===== src/rtl/spider_game_pkg.sv =====
// Shared definitions for the spider game pipeline: screen geometry,
// sprite size, coordinate width and the hit-detector FSM states.
package spider_game_pkg;

    localparam int unsigned SCREEN_W    = 640;
    localparam int unsigned SCREEN_H    = 480;
    localparam int unsigned SPIDER_SIZE = 32;
    localparam int unsigned COORD_W     = 10;

    typedef enum logic [1:0] {
        IDLE,
        SCAN,
        REPORT
    } hit_state_t;

endpackage


===== src/rtl/spider_hit_detector_if.sv =====
// Bundle of the hit detector's frame inputs (spider/bullet state, frame tick)
// and its kill/score/explosion outputs. master = upstream stages, slave = detector.
interface spider_hit_detector_if #(
    parameter int unsigned N_SPIDERS = 4,
    parameter int unsigned COORD_W   = 10,
    parameter int unsigned SCORE_W   = 16
);

    logic                           frame_tick;
    logic [N_SPIDERS*COORD_W-1:0]   spider_x_flat;
    logic [N_SPIDERS*COORD_W-1:0]   spider_y_flat;
    logic [N_SPIDERS-1:0]           spider_alive_flat;
    logic [COORD_W-1:0]             bullet_x;
    logic [COORD_W-1:0]             bullet_y;
    logic                           bullet_active;
    logic [N_SPIDERS-1:0]           kill_mask;
    logic                           bullet_consume;
    logic [SCORE_W-1:0]             score;
    logic [N_SPIDERS-1:0]           explode_active;
    logic                           busy;
    logic                           overrun;

    modport master (
        output frame_tick, spider_x_flat, spider_y_flat, spider_alive_flat,
               bullet_x, bullet_y, bullet_active,
        input  kill_mask, bullet_consume, score, explode_active, busy, overrun
    );

    modport slave (
        input  frame_tick, spider_x_flat, spider_y_flat, spider_alive_flat,
               bullet_x, bullet_y, bullet_active,
        output kill_mask, bullet_consume, score, explode_active, busy, overrun
    );

endinterface


===== src/rtl/spider_rect_overlap.sv =====
// Axis-aligned rectangle overlap test. Rectangle A is A_W x A_H at (ax,ay),
// rectangle B is B_W x B_H at (bx,by). Sums are one bit wider than the
// coordinates so rectangles near the top of the coordinate range never wrap.
module spider_rect_overlap #(
    parameter int unsigned COORD_W = 10,
    parameter int unsigned A_W     = 32,
    parameter int unsigned A_H     = 32,
    parameter int unsigned B_W     = 4,
    parameter int unsigned B_H     = 8
) (
    input  logic [COORD_W-1:0] ax,
    input  logic [COORD_W-1:0] ay,
    input  logic [COORD_W-1:0] bx,
    input  logic [COORD_W-1:0] by,
    output logic               overlap
);

    localparam int unsigned W = COORD_W + 1;

    logic [W-1:0] ax_w, ay_w, bx_w, by_w;
    logic         x_ovl, y_ovl;

    // Strict-inequality overlap on both axes; touching edges do not overlap.
    always_comb begin
        ax_w    = {1'b0, ax};
        ay_w    = {1'b0, ay};
        bx_w    = {1'b0, bx};
        by_w    = {1'b0, by};
        x_ovl   = (bx_w < ax_w + W'(A_W)) && (ax_w < bx_w + W'(B_W));
        y_ovl   = (by_w < ay_w + W'(A_H)) && (ay_w < by_w + W'(B_H));
        overlap = x_ovl && y_ovl;
    end

endmodule


===== src/rtl/spider_hit_detector.sv =====
// Per-frame bullet/spider collision stage. Snapshots the spider and bullet
// state on frame_tick, scans one spider per clock, and reports the
// lowest-index hit as a one-cycle kill pulse plus a saturating score.
// Optional feature macro: SPIDER_HIT_EXPLODE_EN (per-spider explosion timers;
// exploding spiders cannot be hit). Without it explode_active is tied low.
module spider_hit_detector #(
    parameter int unsigned N_SPIDERS      = 4,
    parameter int unsigned COORD_W        = spider_game_pkg::COORD_W,
    parameter int unsigned SPIDER_SIZE    = spider_game_pkg::SPIDER_SIZE,
    parameter int unsigned BULLET_W       = 4,
    parameter int unsigned BULLET_H       = 8,
    parameter int unsigned SCORE_W        = 16,
    parameter int unsigned EXPLODE_FRAMES = 16
) (
    input  logic                 clk25,
    input  logic                 reset_n,
    spider_hit_detector_if.slave hit_if
);

    import spider_game_pkg::*;

    localparam int unsigned IDX_W = (N_SPIDERS > 1) ? $clog2(N_SPIDERS) : 1;
    localparam int unsigned CNT_W = $clog2(EXPLODE_FRAMES + 1);
    localparam logic [IDX_W-1:0] LAST_IDX = IDX_W'(N_SPIDERS - 1);

    hit_state_t           state, state_nxt;
    logic                 tick_q;
    logic [COORD_W-1:0]   snap_x [N_SPIDERS];
    logic [COORD_W-1:0]   snap_y [N_SPIDERS];
    logic [N_SPIDERS-1:0] snap_alive;
    logic [N_SPIDERS-1:0] snap_explode;
    logic [COORD_W-1:0]   snap_bx, snap_by;
    logic                 snap_active;
    logic [IDX_W-1:0]     idx, hit_idx, sel_idx;
    logic                 hit_found, overlap, hit_now, fire;
    logic [N_SPIDERS-1:0] kill_mask_q, explode_vec;
    logic                 bullet_consume_q, busy_q, overrun_q;
    logic [SCORE_W-1:0]   score_q;

    spider_rect_overlap #(
        .COORD_W (COORD_W),
        .A_W     (SPIDER_SIZE),
        .A_H     (SPIDER_SIZE),
        .B_W     (BULLET_W),
        .B_H     (BULLET_H)
    ) u_overlap (
        .ax      (snap_x[idx]),
        .ay      (snap_y[idx]),
        .bx      (snap_bx),
        .by      (snap_by),
        .overlap (overlap)
    );

    // Hit test for the spider under scan and the report trigger.
    // The report is registered on the last SCAN edge so the pulse is
    // visible during the REPORT cycle; the last spider's hit is folded in here.
    always_comb begin
        hit_now = snap_active && snap_alive[idx] && !snap_explode[idx] && overlap;
        fire    = (state == SCAN) && (idx == LAST_IDX) && (hit_found || hit_now);
        sel_idx = hit_found ? hit_idx : idx;
    end

    // FSM state register.
    always_ff @(posedge clk25 or negedge reset_n) begin
        if (!reset_n) state <= IDLE;
        else          state <= state_nxt;
    end

    // FSM next-state logic.
    always_comb begin
        state_nxt = state;
        case (state)
            IDLE:    if (tick_q) state_nxt = SCAN;
            SCAN:    if (idx == LAST_IDX) state_nxt = REPORT;
            REPORT:  state_nxt = IDLE;
            default: state_nxt = IDLE;
        endcase
    end

    // Tick register, snapshot capture, scan bookkeeping and registered outputs.
    always_ff @(posedge clk25 or negedge reset_n) begin
        if (!reset_n) begin
            tick_q           <= 1'b0;
            for (int unsigned i = 0; i < N_SPIDERS; i++) begin
                snap_x[i] <= '0;
                snap_y[i] <= '0;
            end
            snap_alive       <= '0;
            snap_explode     <= '0;
            snap_bx          <= '0;
            snap_by          <= '0;
            snap_active      <= 1'b0;
            idx              <= '0;
            hit_idx          <= '0;
            hit_found        <= 1'b0;
            kill_mask_q      <= '0;
            bullet_consume_q <= 1'b0;
            score_q          <= '0;
            busy_q           <= 1'b0;
            overrun_q        <= 1'b0;
        end else begin
            tick_q           <= hit_if.frame_tick;
            busy_q           <= (state_nxt != IDLE);
            kill_mask_q      <= '0;
            bullet_consume_q <= 1'b0;
            if (tick_q && state != IDLE) overrun_q <= 1'b1;

            case (state)
                IDLE: begin
                    if (tick_q) begin
                        for (int unsigned i = 0; i < N_SPIDERS; i++) begin
                            snap_x[i] <= hit_if.spider_x_flat[i*COORD_W +: COORD_W];
                            snap_y[i] <= hit_if.spider_y_flat[i*COORD_W +: COORD_W];
                        end
                        snap_alive   <= hit_if.spider_alive_flat;
                        snap_explode <= explode_vec;
                        snap_bx      <= hit_if.bullet_x;
                        snap_by      <= hit_if.bullet_y;
                        snap_active  <= hit_if.bullet_active;
                        idx          <= '0;
                        hit_found    <= 1'b0;
                    end
                end
                SCAN: begin
                    if (hit_now && !hit_found) begin
                        hit_found <= 1'b1;
                        hit_idx   <= idx;
                    end
                    if (idx != LAST_IDX) idx <= idx + 1'b1;
                    if (fire) begin
                        kill_mask_q      <= N_SPIDERS'(1) << sel_idx;
                        bullet_consume_q <= 1'b1;
                        if (score_q != '1) score_q <= score_q + 1'b1;
                    end
                end
                default: ;
            endcase
        end
    end

`ifdef SPIDER_HIT_EXPLODE_EN
    logic [CNT_W-1:0] explode_cnt [N_SPIDERS];

    // Explosion timers: load on kill, count down once per frame tick.
    always_ff @(posedge clk25 or negedge reset_n) begin
        if (!reset_n) begin
            for (int unsigned i = 0; i < N_SPIDERS; i++) explode_cnt[i] <= '0;
        end else begin
            for (int unsigned i = 0; i < N_SPIDERS; i++) begin
                if (fire && sel_idx == IDX_W'(i))
                    explode_cnt[i] <= CNT_W'(EXPLODE_FRAMES);
                else if (tick_q && explode_cnt[i] != '0)
                    explode_cnt[i] <= explode_cnt[i] - 1'b1;
            end
        end
    end

    // A spider is exploding while its timer is nonzero.
    always_comb begin
        for (int unsigned i = 0; i < N_SPIDERS; i++) explode_vec[i] = (explode_cnt[i] != '0);
    end
`else
    // No explosion tracking in this build.
    always_comb begin
        explode_vec = '0;
    end
`endif

    assign hit_if.kill_mask      = kill_mask_q;
    assign hit_if.bullet_consume = bullet_consume_q;
    assign hit_if.score          = score_q;
    assign hit_if.explode_active = explode_vec;
    assign hit_if.busy           = busy_q;
    assign hit_if.overrun        = overrun_q;

endmodule


===== src/flat_wrapper.sv =====
// flat-port wrapper written by rule: the top's interface ports become plain ports
module spider_hit_detector_flat import spider_game_pkg::*;
#(
    parameter int unsigned N_SPIDERS      = 4,
    parameter int unsigned COORD_W        = spider_game_pkg::COORD_W,
    parameter int unsigned SPIDER_SIZE    = spider_game_pkg::SPIDER_SIZE,
    parameter int unsigned BULLET_W       = 4,
    parameter int unsigned BULLET_H       = 8,
    parameter int unsigned SCORE_W        = 16,
    parameter int unsigned EXPLODE_FRAMES = 16
)
  (clk25, reset_n, hit_if_frame_tick, hit_if_spider_x_flat, hit_if_spider_y_flat, hit_if_spider_alive_flat, hit_if_bullet_x, hit_if_bullet_y, hit_if_bullet_active, hit_if_kill_mask, hit_if_bullet_consume, hit_if_score, hit_if_explode_active, hit_if_busy, hit_if_overrun);
  spider_hit_detector_if #(.N_SPIDERS(N_SPIDERS), .COORD_W(COORD_W), .SCORE_W(SCORE_W)) hit_if_i ();
  input  logic clk25;
  input  logic reset_n;
  input wire logic [$bits(hit_if_i.frame_tick)-1:0] hit_if_frame_tick;
  input wire logic [$bits(hit_if_i.spider_x_flat)-1:0] hit_if_spider_x_flat;
  input wire logic [$bits(hit_if_i.spider_y_flat)-1:0] hit_if_spider_y_flat;
  input wire logic [$bits(hit_if_i.spider_alive_flat)-1:0] hit_if_spider_alive_flat;
  input wire logic [$bits(hit_if_i.bullet_x)-1:0] hit_if_bullet_x;
  input wire logic [$bits(hit_if_i.bullet_y)-1:0] hit_if_bullet_y;
  input wire logic [$bits(hit_if_i.bullet_active)-1:0] hit_if_bullet_active;
  output wire logic [$bits(hit_if_i.kill_mask)-1:0] hit_if_kill_mask;
  output wire logic [$bits(hit_if_i.bullet_consume)-1:0] hit_if_bullet_consume;
  output wire logic [$bits(hit_if_i.score)-1:0] hit_if_score;
  output wire logic [$bits(hit_if_i.explode_active)-1:0] hit_if_explode_active;
  output wire logic [$bits(hit_if_i.busy)-1:0] hit_if_busy;
  output wire logic [$bits(hit_if_i.overrun)-1:0] hit_if_overrun;
  assign hit_if_i.frame_tick = hit_if_frame_tick;
  assign hit_if_i.spider_x_flat = hit_if_spider_x_flat;
  assign hit_if_i.spider_y_flat = hit_if_spider_y_flat;
  assign hit_if_i.spider_alive_flat = hit_if_spider_alive_flat;
  assign hit_if_i.bullet_x = hit_if_bullet_x;
  assign hit_if_i.bullet_y = hit_if_bullet_y;
  assign hit_if_i.bullet_active = hit_if_bullet_active;
  assign hit_if_kill_mask = hit_if_i.kill_mask;
  assign hit_if_bullet_consume = hit_if_i.bullet_consume;
  assign hit_if_score = hit_if_i.score;
  assign hit_if_explode_active = hit_if_i.explode_active;
  assign hit_if_busy = hit_if_i.busy;
  assign hit_if_overrun = hit_if_i.overrun;
  spider_hit_detector #(.N_SPIDERS(N_SPIDERS), .COORD_W(COORD_W), .SPIDER_SIZE(SPIDER_SIZE), .BULLET_W(BULLET_W), .BULLET_H(BULLET_H), .SCORE_W(SCORE_W), .EXPLODE_FRAMES(EXPLODE_FRAMES)) u_core (.clk25(clk25), .reset_n(reset_n), .hit_if(hit_if_i));
endmodule

===== config.mk =====
export PLATFORM = sky130hd
export DESIGN_NAME = spider_hit_detector_flat
export DESIGN_NICKNAME = d
export VERILOG_FILES = /design/src/rtl/spider_game_pkg.sv /design/src/rtl/spider_hit_detector_if.sv /design/src/rtl/spider_rect_overlap.sv /design/src/rtl/spider_hit_detector.sv /design/src/flat_wrapper.sv
export SDC_FILE = /design/constraint.sdc
export NUM_CORES = 1
export LEC_CHECK = 0
export CELL_PAD_IN_SITES_DETAIL_PLACEMENT = 0
export CELL_PAD_IN_SITES_GLOBAL_PLACEMENT = 2
export CORE_MARGIN = 5
export CORE_UTILIZATION = 38
export DETAILED_ROUTE_END_ITERATION = 7
export PLACE_DENSITY = 0.88
export SETUP_SLACK_MARGIN = 0.5
export SLEW_MARGIN = 10
export SYNTH_ARGS = -nofsm -noshare
export SYNTH_HDL_FRONTEND = slang
export SYNTH_SLANG_ARGS = --single-unit

===== constraint.sdc =====
create_clock -name clk25 -period 6.28 [get_ports clk25]
set_input_delay 0.628 -clock clk25 [delete_from_list [all_inputs] [get_ports clk25]]
set_output_delay 0.628 -clock clk25 [all_outputs]
set_load 0.03 [all_outputs]

Word level (Yosys, flattened, before mapping)
Cells that the tools add are included.
- bits of input ports: 108
- output and inout port bits: 27
- word-level logic and storage cells: 89
- bits in registers: 136
- order comparisons: 6
- bitwise gates (word level): 1
- shift operators: 1
- reduce and logical (&&, ||, !) cells: 22
- muxes and demuxes: 24
- $add $sub $neg: 6
- equal/unequal tests: 7
- operators by type and width (operator ; number):
    $lt A10 B11 Y1 ; 4
    $bmux W10 S2 ; 2
    $mux W10 ; 4
    $add A10 B6 Y11 const B ; 2
    $add A16 B1 Y16 const B ; 1
    $ne A16 B16 Y1 const B ; 1
    $add A10 B3 Y11 const B ; 1
    $add A10 B4 Y11 const B ; 1
    $logic_and A1 B1 Y1 ; 10
    $mux W2 ; 5
    $reduce_and A3 Y1 ; 3
    $mux W4 ; 2
    $pmux W2 S2 ; 2
    $mux W1 ; 6
    $ne A2 B2 Y1 const B ; 3
    $reduce_bool A2 Y1 ; 3
    $bmux W1 S2 ; 2
    $reduce_and A2 Y1 ; 2
    $shl A1 B2 Y4 const A ; 1
    $ge A3 B3 Y1 const B ; 1
    $lt A2 B3 Y1 const B ; 1
    $not A2 Y3 ; 1
    $add A2 B1 Y2 const B ; 1
    $eq A2 B1 Y1 const B ; 1
    6 further kinds ; 7

Logic depth before layout (Yosys ltp)
- word-level depth: 13
- depth in mapped cells: 17
- depth with buffers taken out: 14

Cells and area by module
A second synthesis with hierarchy kept.
- cell total of the unflattened synthesis: 529
- area total of the unflattened synthesis: 6931.6 sq um
- by module, submodules not included (module ; cells an instance ; sequential area each (sq um) ; area each (sq um) ; instances):
    spider_hit_detector ; 381 ; 3403.3 ; 5790.6 ; 1
    spider_rect_overlap ; 148 ; 0.0 ; 1141.1 ; 1

Worst setup path after synthesis
No wires, ideal clock.
- path kind: reg-to-reg
- from: reg u_core.idx[0]
- to: reg u_core.score_q[15] (netlist: u_core.hit_if.score[15])
- path slack: 2.163 ns
- data arrival time: 4.037 ns
- required time: 6.200 ns
- library setup time: 0.080 ns
- cell stages (with the launch flop): 17
- path buffers: 4
- cell sequence: dfrtp_1 buf_6 buf_4 buf_1 mux4_2 inv_1 ha_1 a21o_1 a2111oi_0 a2111oi_1 a2111oi_2 nand4_1 o31ai_2 nand2_2 buf_6 nor4_4 xnor2_1
- longest elaborated chain between the ends: 12
- RTL lines (element ; line ; text):
    start: declaration ; spider_hit_detector.sv:34 ; logic [IDX_W-1:0] idx, hit_idx, sel_idx;
    start signal: assignment ; spider_hit_detector.sv:129 ; if (idx != LAST_IDX) idx <= idx + 1'b1;
    $not A2 Y3 (not written as such) ; spider_hit_detector.sv:47, spider_hit_detector.sv:48 ;
    $bmux W10 S2, on equally long branches ; spider_hit_detector.sv:47, spider_hit_detector.sv:48 ;
    $mux W10, on equally long branches (2 in a row) ; spider_hit_detector.sv:47, spider_hit_detector.sv:48 ;
    $add A10 B6 Y11, on equally long branches ; spider_rect_overlap.sv:29, spider_rect_overlap.sv:30 ;
    $lt A10 B11 Y1, on equally long branches ; spider_rect_overlap.sv:29, spider_rect_overlap.sv:30 ;
    $logic_and A1 B1 Y1, on equally long branches ; spider_rect_overlap.sv:29, spider_rect_overlap.sv:30 ;
    $logic_and A1 B1 Y1 ; spider_rect_overlap.sv:31 ; overlap = x_ovl && y_ovl;
    $logic_and A1 B1 Y1 ; spider_hit_detector.sv:58 ; hit_now = snap_active && snap_alive[idx] && !snap_explode[idx] && overlap;
    $logic_or A1 B1 Y1 ; spider_hit_detector.sv:59 ; fire = (state == SCAN) && (idx == LAST_IDX) && (hit_found || hit_now);
    $logic_and A1 B1 Y1 (*) ; spider_hit_detector.sv:59 ;
    $reduce_and A3 Y1 (no source line) (*) ; n/a ;
    end signal: assignment ; spider_hit_detector.sv:133 ; if (score_q != '1) score_q <= score_q + 1'b1;
    end: declaration ; spider_hit_detector.sv:38 ; logic [SCORE_W-1:0] score_q;
Mark *: on every way between the ends. The rest lies on a longest branch, timed or not. The select of a mux whose other input is x is not followed.
A chain may end at the register's enable or synchronous reset.

Worst setup path in the final report
- from: reg u_core.idx[0]
- to: reg u_core.score_q[13] (netlist: u_core.hit_if.score[13])
The elaborated chain is that of the path after synthesis.

==> impl_metrics.tcl <==
set metrics [dict create \
    drt_pass1_iterations 4 \
    synth.avg_cell_area_um2 12.93 \
    fmax_mhz 220.4 \
    setup_violations 0 \
    drv_cap 0 \
    skew_ns 0.008043 \
    worst_slew_pin_slew_ns 0.9933 \
    fin_crit_sh 0.7225 \
    place_area_mm2 0.008519 \
    nNetsFinal 824 \
    die_w_um 145.7 \
    drtIter0Drc 183 \
    path_clk_slew_ns 0.06 \
    arrival_ns 4.88 \
    yosys_register_bits 136 \
    antennaDiodeCount 0 \
    drive_gt1_frac 0.2427 \
    core-area_mm2 0.01802 \
    ant_nets 0 \
    post-cts-setup-buffers 0 \
    finalInstanceArea_mm2 0.009198 \
    cts_tree "yes" \
    grt_pass1_vias 5187 \
    rsz0062_at_grt "false" \
    total_power_mw 4.863 \
    hold_viol 0 \
    fillers 1594 \
    drt-vias-per-instance 5.075 \
    cts_num_sinks 136 \
    synth_edf_count 0 \
    hold_buffers 0 \
    cts.path.max_buffers 2 \
    slew_headroom 0.3378 \
    grt.overflow.total 0 \
    fp-row-count 49 \
    die_h_um 145.7 \
    portBuffers 130 \
    wl_per_cell_um 17.58 \
    leakage_nw 3.923 \
    area_growth_pct 31.46 \
    synth_cells 541 \
    syn_area_mm2 0.006997 \
    crit_path_end_kind "flop" \
    status "finished, final reports clean" \
    path_class "flop to flop" \
    cts_htree_levels 4 \
    drc 0 \
    ir_worst_vdd_mv 0.2682 \
    period_minus_slack_ns 4.538 \
    required_ns 6.62 \
    slew_violations 0 \
    grt_usage 0.1584 \
    clk-insertion-delay-late_ns 0.42 \
    synth_flop_cell "dfrtp_1" \
    dpl.hpwl_mm 11.72 \
    grt_max_degree 80 \
    antenna_found_initial 0 \
    cts_buffers 17 \
    hold_path.class "input pin to async pin" \
    r2r_slack_ns 1.74 \
    ys_types 57 \
    place.gp.congestion 0.8504 \
    p_per_area_mw_per_mm2 528.7 \
    routed_wl_mm 16.13 \
    vias 4654 \
    crit_fanout 20 \
    synthArstFlopShare 1.000 \
    yosysWarningCount 0 \
    cp-start-kind "flop" \
    cts_resized 0 \
    yosysSeqAreaShare 0.4864 \
    tns_ns 0 \
    grt_pass1_wl_mm 27.16 \
    ioPinCount 135 \
    ff2ff_path_depth 11 \
    cts-root-buf "clkbuf_16" \
    start_util 0.3882 \
    dieArea_mm2 0.02123 \
]
-- cell usage in the layout, fill, tap and decap left out, types with 3 or more instances in the layout --
master / netlist / layout
a2111oi_0: 3 / 3
a21o_1: 5 / 5
a21oi_1: 11 / 11
and2_1: 4 / 4
and3_1: 6 / 6
buf_4: 5 / 5
bufinv_16: 0 / 6
clkbuf_16: 0 / 17
clkdlybuf4s50_1: 0 / 129
clkinvlp_4: 0 / 3
conb_1: 1 / 4
dfrtp_1: 136 / 135
ha_1: 41 / 41
inv_1: 29 / 29
mux2_2: 102 / 102
mux4_1: 5 / 5
mux4_2: 16 / 16
nand2_1: 25 / 25
nand3_1: 21 / 21
nand4_1: 4 / 4
nor2_1: 18 / 18
nor3_1: 7 / 7
nor4_1: 3 / 3
o21a_1: 3 / 3
o21ai_0: 10 / 10
xnor2_1: 9 / 9
xor2_1: 23 / 23
-- where the power goes --
group          internal, mW  leakage (nW)  switching, mW
logic                  1.16          1.95          0.988
registers              1.25          1.65          0.318
clock network         0.765         0.322          0.378
-- cell type report --
cell class	instances	area, µm²	share of cell area
Tap cell	229	286.5	0.03115
Clock buffer	20	456.7	0.04965
Clock inverter	12	221.5	0.02408
Inverter	29	108.9	0.01184
Timing Repair Buffer	135	1340	0.1457
Multi-Input combinational cell	356	3379	0.3674
Sequential cell	136	3405	0.3702
-- critical path, cell delays in order, from the launching register on --
cell and delay [ns]:
dfrtp_2 0.78, mux4_2 0.63, ha_1 0.32, a21o_1 0.21
a2111oi_0 0.49, a2111oi_1 0.21, a2111oi_2 0.39, nand4_1 0.20
o31ai_2 0.35, nand2_2 0.30, nor4_1 0.39, xor2_1 0.17
-- per-stage QoR --
stage                     setup WS, ns  hold WS (ns)  utilization  cells
after floorplan                  2.163        0.3324            -    544
after global placement           1.927        0.4528       0.4727    885
after detailed placement         1.746        0.4540       0.4727    885
after CTS                        1.661        0.1793       0.5103    917
after global routing             1.357        0.2032       0.5103    917
final                            1.742        0.1628       0.5103    917
-- registers in the layout, summed over array words and instances (netlist names) --
name	flops
u_core.snap_x	40
u_core.snap_y	40
u_core.hit_if.score	16
u_core.snap_bx	10
u_core.snap_by	10
u_core.hit_if.kill_mask	4
u_core.snap_alive	4
u_core.hit_idx	2
u_core.idx	2
u_core.state	2
u_core.hit_found	1
u_core.hit_if.bullet_consume	1
u_core.hit_if.busy	1
u_core.hit_if.overrun	1
u_core.snap_active	1
u_core.tick_q	1
-- cell families (layout without fill, tap and decap cells) --
logic type	Yosys count	count (layout)	synth area share
AOI/OAI and AO/OA	53	53	0.05383
xor gates and xnor gates	32	32	0.04006
adders and majority gates	41	41	0.07332
buffers and inverters	52	196	0.03290
DFF	136	136	0.4864
muxes	124	124	0.2359
other	1	4	0.0005360
and+or+nand+nor	102	102	0.07708
-- layer usage --
layer / vias up / track usage / routed length, µm
met5: - / 0 / 0
met4: 0 / 0.06250 / 372
met3: 27 / 0.04453 / 739
met2: 103 / 0.2472 / 7506
met1: 2295 / 0.2094 / 7506
li1: 2229 / - / -
-- cells in the mapped netlist (all sizes together) (2+ instances only) --
| cell | count | area (µm²) |
|---|---|---|
| mux2 | 102 | 1149 |
| o21a | 3 | 22.52 |
| nor3 | 9 | 55.05 |
| xnor2 | 9 | 78.83 |
| or2 | 2 | 12.52 |
| and2 | 4 | 25.02 |
| dfrtp | 136 | 3403 |
| a22oi | 2 | 15.01 |
| o21ai | 11 | 55.05 |
| mux4 | 21 | 491.7 |
| a2111oi | 5 | 51.30 |
| nor4 | 5 | 61.31 |
| nand2 | 26 | 100.1 |
| and3 | 6 | 37.54 |
| o22ai | 2 | 12.51 |
| o211ai | 3 | 27.52 |
| buf | 10 | 72.57 |
| nand4 | 4 | 25.02 |
| a21oi | 11 | 55.05 |
| nor2 | 18 | 67.56 |
| nand3 | 21 | 105.1 |
| a21o | 5 | 37.54 |
| inv | 29 | 108.9 |
| xor2 | 23 | 201.4 |
| ha | 41 | 513.0 |
| or3 | 2 | 12.51 |
| clkbuf | 13 | 48.80 |
-- path summary, 6_finish.rpt --
check	startpoint	to
min	reset_n	u_core.snap_x[36]$_DFFE_PN0P_
max	u_core.idx[0]$_DFFE_PN0P_	u_core.hit_if.score[13]$_DFFE_PN0P_
max reg2reg	u_core.idx[0]$_DFFE_PN0P_	u_core.hit_if.score[13]$_DFFE_PN0P_
min in group clk25	u_core.hit_if.overrun$_DFFE_PN0P_	u_core.hit_if.overrun$_DFFE_PN0P_
min reg2reg	u_core.hit_if.overrun$_DFFE_PN0P_	u_core.hit_if.overrun$_DFFE_PN0P_
max in group asynchronous	reset_n	u_core.idx[0]$_DFFE_PN0P_
Note: power is estimated with default switching activity, not from simulation.
